**src/rtl/uart_hex_reporter.sv**
```systemverilog
// uart_hex_reporter
//   Turns each accepted result into uppercase ASCII hex text (most-significant
//   nibble first, optional CR LF) and feeds it byte by byte to uart_tx.
//
// Parameters
//   NB_DATA  : result width, multiple of 4 in 4..32 (ND = NB_DATA/4 digits)
//   ADD_CRLF : 1 appends 0x0D 0x0A after the last digit
//   NB_CHAR  : width of the byte handed to uart_tx (8)
//
// Ports
//   clk        : system clock
//   i_rst_n    : asynchronous active-low reset
//   i_valid    : one-cycle strobe, i_result valid this cycle
//   i_result   : value to report
//   i_txDone   : one-cycle pulse from uart_tx, current byte finished
//   o_tx_start : one-cycle request to transmit o_data
//   o_data     : ASCII byte to transmit, stable for the whole byte
//   o_busy     : high while a report is in progress
//   o_drop     : one-cycle pulse, an i_valid arrived while busy and was lost
module uart_hex_reporter #(
    parameter int NB_DATA  = 8,
    parameter int ADD_CRLF = 1,
    parameter int NB_CHAR  = 8
) (
    input  logic               clk,
    input  logic               i_rst_n,
    input  logic               i_valid,
    input  logic [NB_DATA-1:0] i_result,
    input  logic               i_txDone,
    output logic               o_tx_start,
    output logic [NB_CHAR-1:0] o_data,
    output logic               o_busy,
    output logic               o_drop
);

    localparam int ND = NB_DATA / 4;
    localparam int NC = ND + 2 * ADD_CRLF;
    localparam int IW = (NC > 1) ? $clog2(NC) : 1;

    localparam logic [1:0] S_IDLE  = 2'd0;
    localparam logic [1:0] S_START = 2'd1;
    localparam logic [1:0] S_WAIT  = 2'd2;

    logic [1:0]         state_q, state_d;
    logic [IW-1:0]      idx_q, idx_d;
    logic [NB_DATA-1:0] cap_q, cap_d;
    logic               busy_q, busy_d;
    logic               drop_q, drop_d;

    logic [3:0]         nib;
    logic [7:0]         chr;

    // Character for the current index: digits first (MS nibble at index 0),
    // then CR and LF. Index compared as int so ND == 2**IW cannot alias to 0.
    always_comb begin
        nib = '0;
        for (int unsigned i = 0; i < ND; i++) begin
            if (int'(idx_q) == ND - 1 - int'(i)) begin
                nib = cap_q[4*i +: 4];
            end
        end
        if (int'(idx_q) < ND) begin
            chr = (nib < 4'd10) ? (8'h30 + {4'h0, nib}) : (8'h37 + {4'h0, nib});
        end else if (int'(idx_q) == ND) begin
            chr = 8'h0D;
        end else begin
            chr = 8'h0A;
        end
    end

    always_comb begin
        state_d = state_q;
        idx_d   = idx_q;
        cap_d   = cap_q;
        busy_d  = busy_q;
        // Busy is the registered flag, so a strobe coinciding with the final
        // txDone is still seen as busy and dropped.
        drop_d  = i_valid && busy_q;
        case (state_q)
            S_IDLE: begin
                if (i_valid) begin
                    cap_d   = i_result;
                    idx_d   = '0;
                    busy_d  = 1'b1;
                    state_d = S_START;
                end
            end
            S_START: begin
                state_d = S_WAIT;
            end
            S_WAIT: begin
                if (i_txDone) begin
                    if (idx_q == IW'(NC - 1)) begin
                        busy_d  = 1'b0;
                        state_d = S_IDLE;
                    end else begin
                        idx_d   = idx_q + 1'b1;
                        state_d = S_START;
                    end
                end
            end
            default: begin
                busy_d  = 1'b0;
                state_d = S_IDLE;
            end
        endcase
    end

    always_ff @(posedge clk or negedge i_rst_n) begin
        if (!i_rst_n) begin
            state_q <= S_IDLE;
            idx_q   <= '0;
            cap_q   <= '0;
            busy_q  <= 1'b0;
            drop_q  <= 1'b0;
        end else begin
            state_q <= state_d;
            idx_q   <= idx_d;
            cap_q   <= cap_d;
            busy_q  <= busy_d;
            drop_q  <= drop_d;
        end
    end

    assign o_tx_start = (state_q == S_START);
    assign o_data     = (state_q == S_IDLE) ? '0 : NB_CHAR'(chr);
    assign o_busy     = busy_q;
    assign o_drop     = drop_q;

endmodule

```
**config.mk**
```make
export PLATFORM = sky130hd
export DESIGN_NAME = uart_hex_reporter
export DESIGN_NICKNAME = d
export VERILOG_FILES = /design/src/rtl/uart_hex_reporter.sv
export SDC_FILE = /design/constraint.sdc
export NUM_CORES = 1
export LEC_CHECK = 0
export CORE_MARGIN = 5
export CORE_UTILIZATION = 30
export CTS_CLUSTER_SIZE = 10
export DETAILED_ROUTE_END_ITERATION = 7
export GPL_TIMING_DRIVEN = 1
export PLACE_DENSITY = 0.57
export SLEW_MARGIN = 15
export SYNTH_ARGS = -nofsm -noshare
export SYNTH_HDL_FRONTEND = slang
export SYNTH_SLANG_ARGS = --single-unit
```
**constraint.sdc**
```tcl
create_clock -name clk -period 1.8 [get_ports clk]
set_clock_uncertainty 0.05 [all_clocks]
set_input_delay 0.36 -clock clk [delete_from_list [all_inputs] [get_ports clk]]
set_output_delay 0.36 -clock clk [all_outputs]
set_load 0.005 [all_outputs]
```
### After elaboration in Yosys (flattened, before gate mapping)

Index checks and enable logic that the tools add are counted.

| word-level totals | value |
|---|---|
| latch bits | 0 |
| logic and storage cells | 46 |
| output and inout bits | 11 |
| memories | 0 |
| bits in writable memories | 0 |
| input port bits | 12 |
| ROM bits | 0 |
| register bits | 14 |

| cells by class | value |
|---|---|
| bitwise gates (word level) | 1 |
| $mul | 0 |
| order comparisons | 2 |
| equality and inequality tests | 9 |
| shift-type cells | 0 |
| divide/modulo/power cells | 0 |
| add/subtract/negate cells | 3 |
| mux-type cells | 18 |
| reductions and logical operators | 8 |

Operator list:

| operator | count |
|---|---|
| 6-bit by 4-bit adder with 7-bit output, first input constant | 2 |
| 7-bit two-way mux | 2 |
| 2-bit two-way mux | 5 |
| 2-bit == test, second input constant | 4 |
| 4-bit two-way mux | 2 |
| 8-bit two-way mux | 1 |
| 2-bit != test, second input constant | 4 |
| 4-bit AND reduction | 2 |
| 2-bit one-hot mux with 3 select lines | 1 |
| 2-bit zero test | 2 |
| 4-bit < comparator, second input constant | 1 |
| 1-bit two-way mux | 4 |
| 2-bit one-hot mux with 2 select lines | 1 |
| 2-bit AND reduction | 2 |
| 3-bit two-way mux | 1 |
| 1-bit one-hot mux with 3 select lines | 1 |
| 2-bit by 1-bit adder with 2-bit output, second input constant | 1 |
| 2-bit by 1-bit == test with 1-bit output, second input constant | 1 |
| 2-bit < comparator, second input constant | 1 |
| 2-bit nonzero test | 1 |
| 1-bit logical AND | 1 |
| 1-bit NOT | 1 |

### Longest topological paths before layout

| logic depth | value |
|---|---|
| depth after elaboration | 7 |
| depth in mapped cells | 8 |
| depth with buffers taken out | 6 |

### Worst setup path before layout

No wires, ideal clock.

| timing path | value |
|---|---|
| path type | reg-to-output |
| from | register idx_q[1] |
| to | output port o_data[2] |
| cell stages (with the launch flop) | 8 |
| arrival time | 1.612 ns |
| buffers on the path | 2 |
| required time | 1.390 ns |
| path slack | -0.222 ns |
| cell sequence | dfrtp_1 buf_2 inv_1 ha_1 buf_6 nand3b_1 a221o_1 a21oi_1 |

| between the ends | value |
|---|---|
| longest elaborated chain between the ends | 7 |
| elaborated cells on any way between the ends | 13 |
| those cells by class | add/sub: 2; order compare: 2; eq/ne: 2; mux: 6; reduce/logical: 1 |

Ends and longest elaborated chain:

| element | line | text |
|---|---|---|
| start: declaration | 45 | `logic [IW-1:0] idx_q, idx_d;` |
| start signal: assignment | 118 | `idx_q <= idx_d;` |
| 2-bit == test | 58 | `if (int'(idx_q) == ND - 1 - int'(i)) begin` |
| 4-bit two-way mux (2 in series) | 58 |  |
| 6-bit by 4-bit adder with 7-bit output / 4-bit < comparator (equally long branches) | 63 | `chr = (nib < 4'd10) ? (8'h30 + {4'h0, nib}) : (8'h37 + {4'h0, nib});` |
| 7-bit two-way mux | 63 |  |
| 7-bit two-way mux * | 62 | `if (int'(idx_q) < ND) begin` |
| 8-bit two-way mux * | 126 | `assign o_data = (state_q == S_IDLE) ? '0 : NB_CHAR'(chr);` |
| end: declaration | 31 | `output logic [NB_CHAR-1:0] o_data,` |

Every way passes the cells marked *; elsewhere a longest branch is shown, timed or not.

### Worst setup path in the final report

| timing path | value |
|---|---|
| from | register idx_q[1] |
| to | output port o_data[0] |

The elaborated chain is that of the path after synthesis.

==> impl_metrics.csv <==
group,metric,value,unit
critical_path,cp-end-kind,"primary output",
critical_path,reg2reg_from,"idx_q[0]$_DFFE_PN0P_",
finish,final_common_cell,"buf_4",
sta,report.final.slew_viol_count,0,
logic_synthesis,yosys_warnings,0,
sta,rsz0062_at_grt,"yes",
logic_synthesis,synth_edf_count,0,
global_routing,grt_pass1_wl,3780,um
critical_path,critPathKind,"reg -> out",
logic_synthesis,ys_ff_latch,14,
clock_tree,cts.sinks,14,
drt,drt_iter0_markers,17,
hold_path,worstHoldPathType,"in -> async",
clock_tree,clkTransAtPathRegs,0.09,ns
clock_tree,holdBufCountCts,0,
clock_tree,clk_latency,0.28,ns
logic_synthesis,synth.distinct_cells,31,
power_and_ir_drop,finalPower,2840,uW
finish,fin_util,54.5,%
sta,finalWorstSetupSlack,-0.486,ns
finish,diodes,0,
sta,min_period,2.29,ns
finish,layout_common_cells,"31 x buf_4, 13 x dfrtp_1, 13 x clkdlybuf4s50_1, 9 x mux2_4, 7 x nand2_1",
sta,fmax,0.438,GHz
critical_path,crit_start,"idx_q[1]$_DFFE_PN0P_",
floorplanning,ios,23,
clock_tree,cts_root_buffer,"clkbuf_4",
placement,gp_congestion,0.743,
critical_path,critical_path.max_fanout,6,
floorplanning,die_area,4080,um2
placement,port_buffers,21,
logic_synthesis,ys_seq_area_share,40.2,%
drt,vias,808,
sta,fin_crit_sh,127,%
logic_synthesis,synthesis.area,871,um2
global_routing,antenna_found_initial,0,
clock_tree,htreeDepth,1,
drt,dr.pass1.iters,4,
critical_path,critPathCapture,"o_data[0]",
placement,placed_cells,153,
placement,hpwl,1710,um
sta,final_hold_viol_count,0,
power_and_ir_drop,power.leakage,0.000675,uW
floorplanning,core_area,2760,um2
drt,postRouteAntennaNets,0,
critical_path,crit_required,1.39,ns
critical_path,reg2reg_depth,7,
logic_synthesis,syn_area_per_cell,10.8,um2
drt,avgRoutedWirePerCell,13.3,um
logic_synthesis,synthCells,81,
clock_tree,cts_buffers,3,
power_and_ir_drop,power_density,1890,nW/um2
floorplanning,fp.dieW,63.9,um
power_and_ir_drop,peakVddDrop,1.14,mV
finish,nets,154,
sta,setup_tns,-2.56,ns
drt,via_per_inst,4.78,
global_routing,grt_pass1_vias,894,
critical_path,rrSetupSlack,0.05,ns
global_routing,grt_max_degree,15,
run_status,violations,"negative setup slack",
global_routing,grt_overflow,0,
finish,fillers,247,
logic_synthesis,synth_fp_nets,96,
finish,fin_area,1500,um2
floorplanning,fp-row-count,19,
logic_synthesis,async_reset_ff_share,100,%
sta,setup_viol_count_final,7,
finish,syn_to_final_growth,72.7,%
finish,fin_cells,169,
placement,placed_area,1330,um2
critical_path,worstReg2RegEnd,"idx_q[0]$_DFFE_PN0P_",
finish,drive_above_1_share,58.0,%
critical_path,worst_setup_path_start_kind,"register",
clock_tree,cts_tree,"done",
global_routing,grt_use_total,11.5,%
floorplanning,start_util,31.6,%
logic_synthesis,synth_ff_type,"dfrtp_1",
drt,drc,0,
floorplanning,die_h,63.9,um
job,drv_cap,0,
run_status,status,"complete, but fails checks",
critical_path,worstPathArrival,1.88,ns
drt,routed_wl,2250,um
clock_tree,cts_buffer_depth,2,
-- stage by stage --
stage	hold slack, ns	setup WS (ns)
5_1_grt	0.350	-0.564
3_5_place_dp	0.477	-0.540
4_1_cts	0.342	-0.483
3_3_place_gp	0.481	-0.479
2_1_floorplan	0.0144	-0.0301
6_report	0.337	-0.486
-- state kept, by name, indices dropped and copies added (netlist names) --
name / count
cap_q: 8
state_q: 2
idx_q: 2
o_busy: 1
o_drop: 1
-- cell usage after synthesis, types with 2 or more instances --
cell type  count  area share (%)
a211oi_1       2             1.7
a21oi_1        5             2.9
a221oi_2       2             3.4
buf_6          2             2.6
dfrtp_1       14              40
ha_1           3             4.3
inv_1          3             1.3
mux2_4         8              14
nand2_1        8             3.4
nand3_1        2             1.1
nand3b_1       2             1.7
nor2_1         3             1.3
o21a_1         3             2.6
o21ai_0        4             2.3
o21ai_1        4             2.3
-- what timing repair did --
item | 4_1_cts | 5_1_grt
endpoints found under the setup margin | 8 | 9
pin swaps | 10 | 5
setup buffers | 10 | 2
resized for setup | 39 | 11
-- metal layers --
metal  part of all wire [%]  vias up  GRT usage, %
li1                       -      408             -
met1                     44      377          12.3
met2                     50       19          20.2
met3                    5.1        4          2.98
met4                    1.4        0          6.75
met5                      0        -             0
-- logic make-up (layout without fill, tap and decap cells) --
| group | count (synthesis) | in the layout | share of synthesized area (%) |
|---|---|---|---|
| buffers and inverters | 7 | 64 | 5.32 |
| other | 1 | 1 | 0.431 |
| and+or+nand+nor | 23 | 23 | 14.5 |
| adders and majority gates | 3 | 3 | 4.31 |
| muxes | 9 | 9 | 15.1 |
| DFF | 14 | 14 | 40.2 |
| AOI/OAI and AO/OA | 24 | 24 | 20.1 |
-- worst min-delay path by stage --
stage | from | endpoint | slack (ns) | depth (start not counted)
final | i_rst_n | cap_q[6]$_DFFE_PN0P_ | 0.34 | 2
after global routing | i_rst_n | cap_q[6]$_DFFE_PN0P_ | 0.35 | 2
after CTS | i_rst_n | o_drop$_DFF_PN0_ | 0.34 | 2
after detailed placement | o_busy$_DFFE_PN0P_ | o_drop$_DFF_PN0_ | 0.48 | 1
after global placement | o_busy$_DFFE_PN0P_ | o_drop$_DFF_PN0_ | 0.48 | 1
after floorplan | i_rst_n | cap_q[0]$_DFFE_PN0P_ | 0.01 | 0
-- where the power goes --
| group | switching [uW] | leakage, uW | internal, uW |
|---|---|---|---|
| sequential | 129 | 0.000167 | 455 |
| clock | 97.7 | 0.0000150 | 85.8 |
| combinational | 865 | 0.000494 | 1200 |
-- layout make-up --
type,count,area [um2],share of cell area (%)
well taps,31,38.8,2.58
clock buffers,4,26.3,1.75
inverters,3,13.8,0.915
repair buffers,57,472,31.4
multi-input cells,60,602,40.0
flip-flops and latches,14,352,23.4
-- worst max-delay path: stages, from the launching register on --
cell,delay [ns]
dfrtp_1,0.39
inv_4,0.06
ha_4,0.18
buf_6,0.13
o32ai_4,0.35
a21oi_2,0.11
a221oi_2,0.23
buf_2,0.15
(Power assumes the default switching activity.)
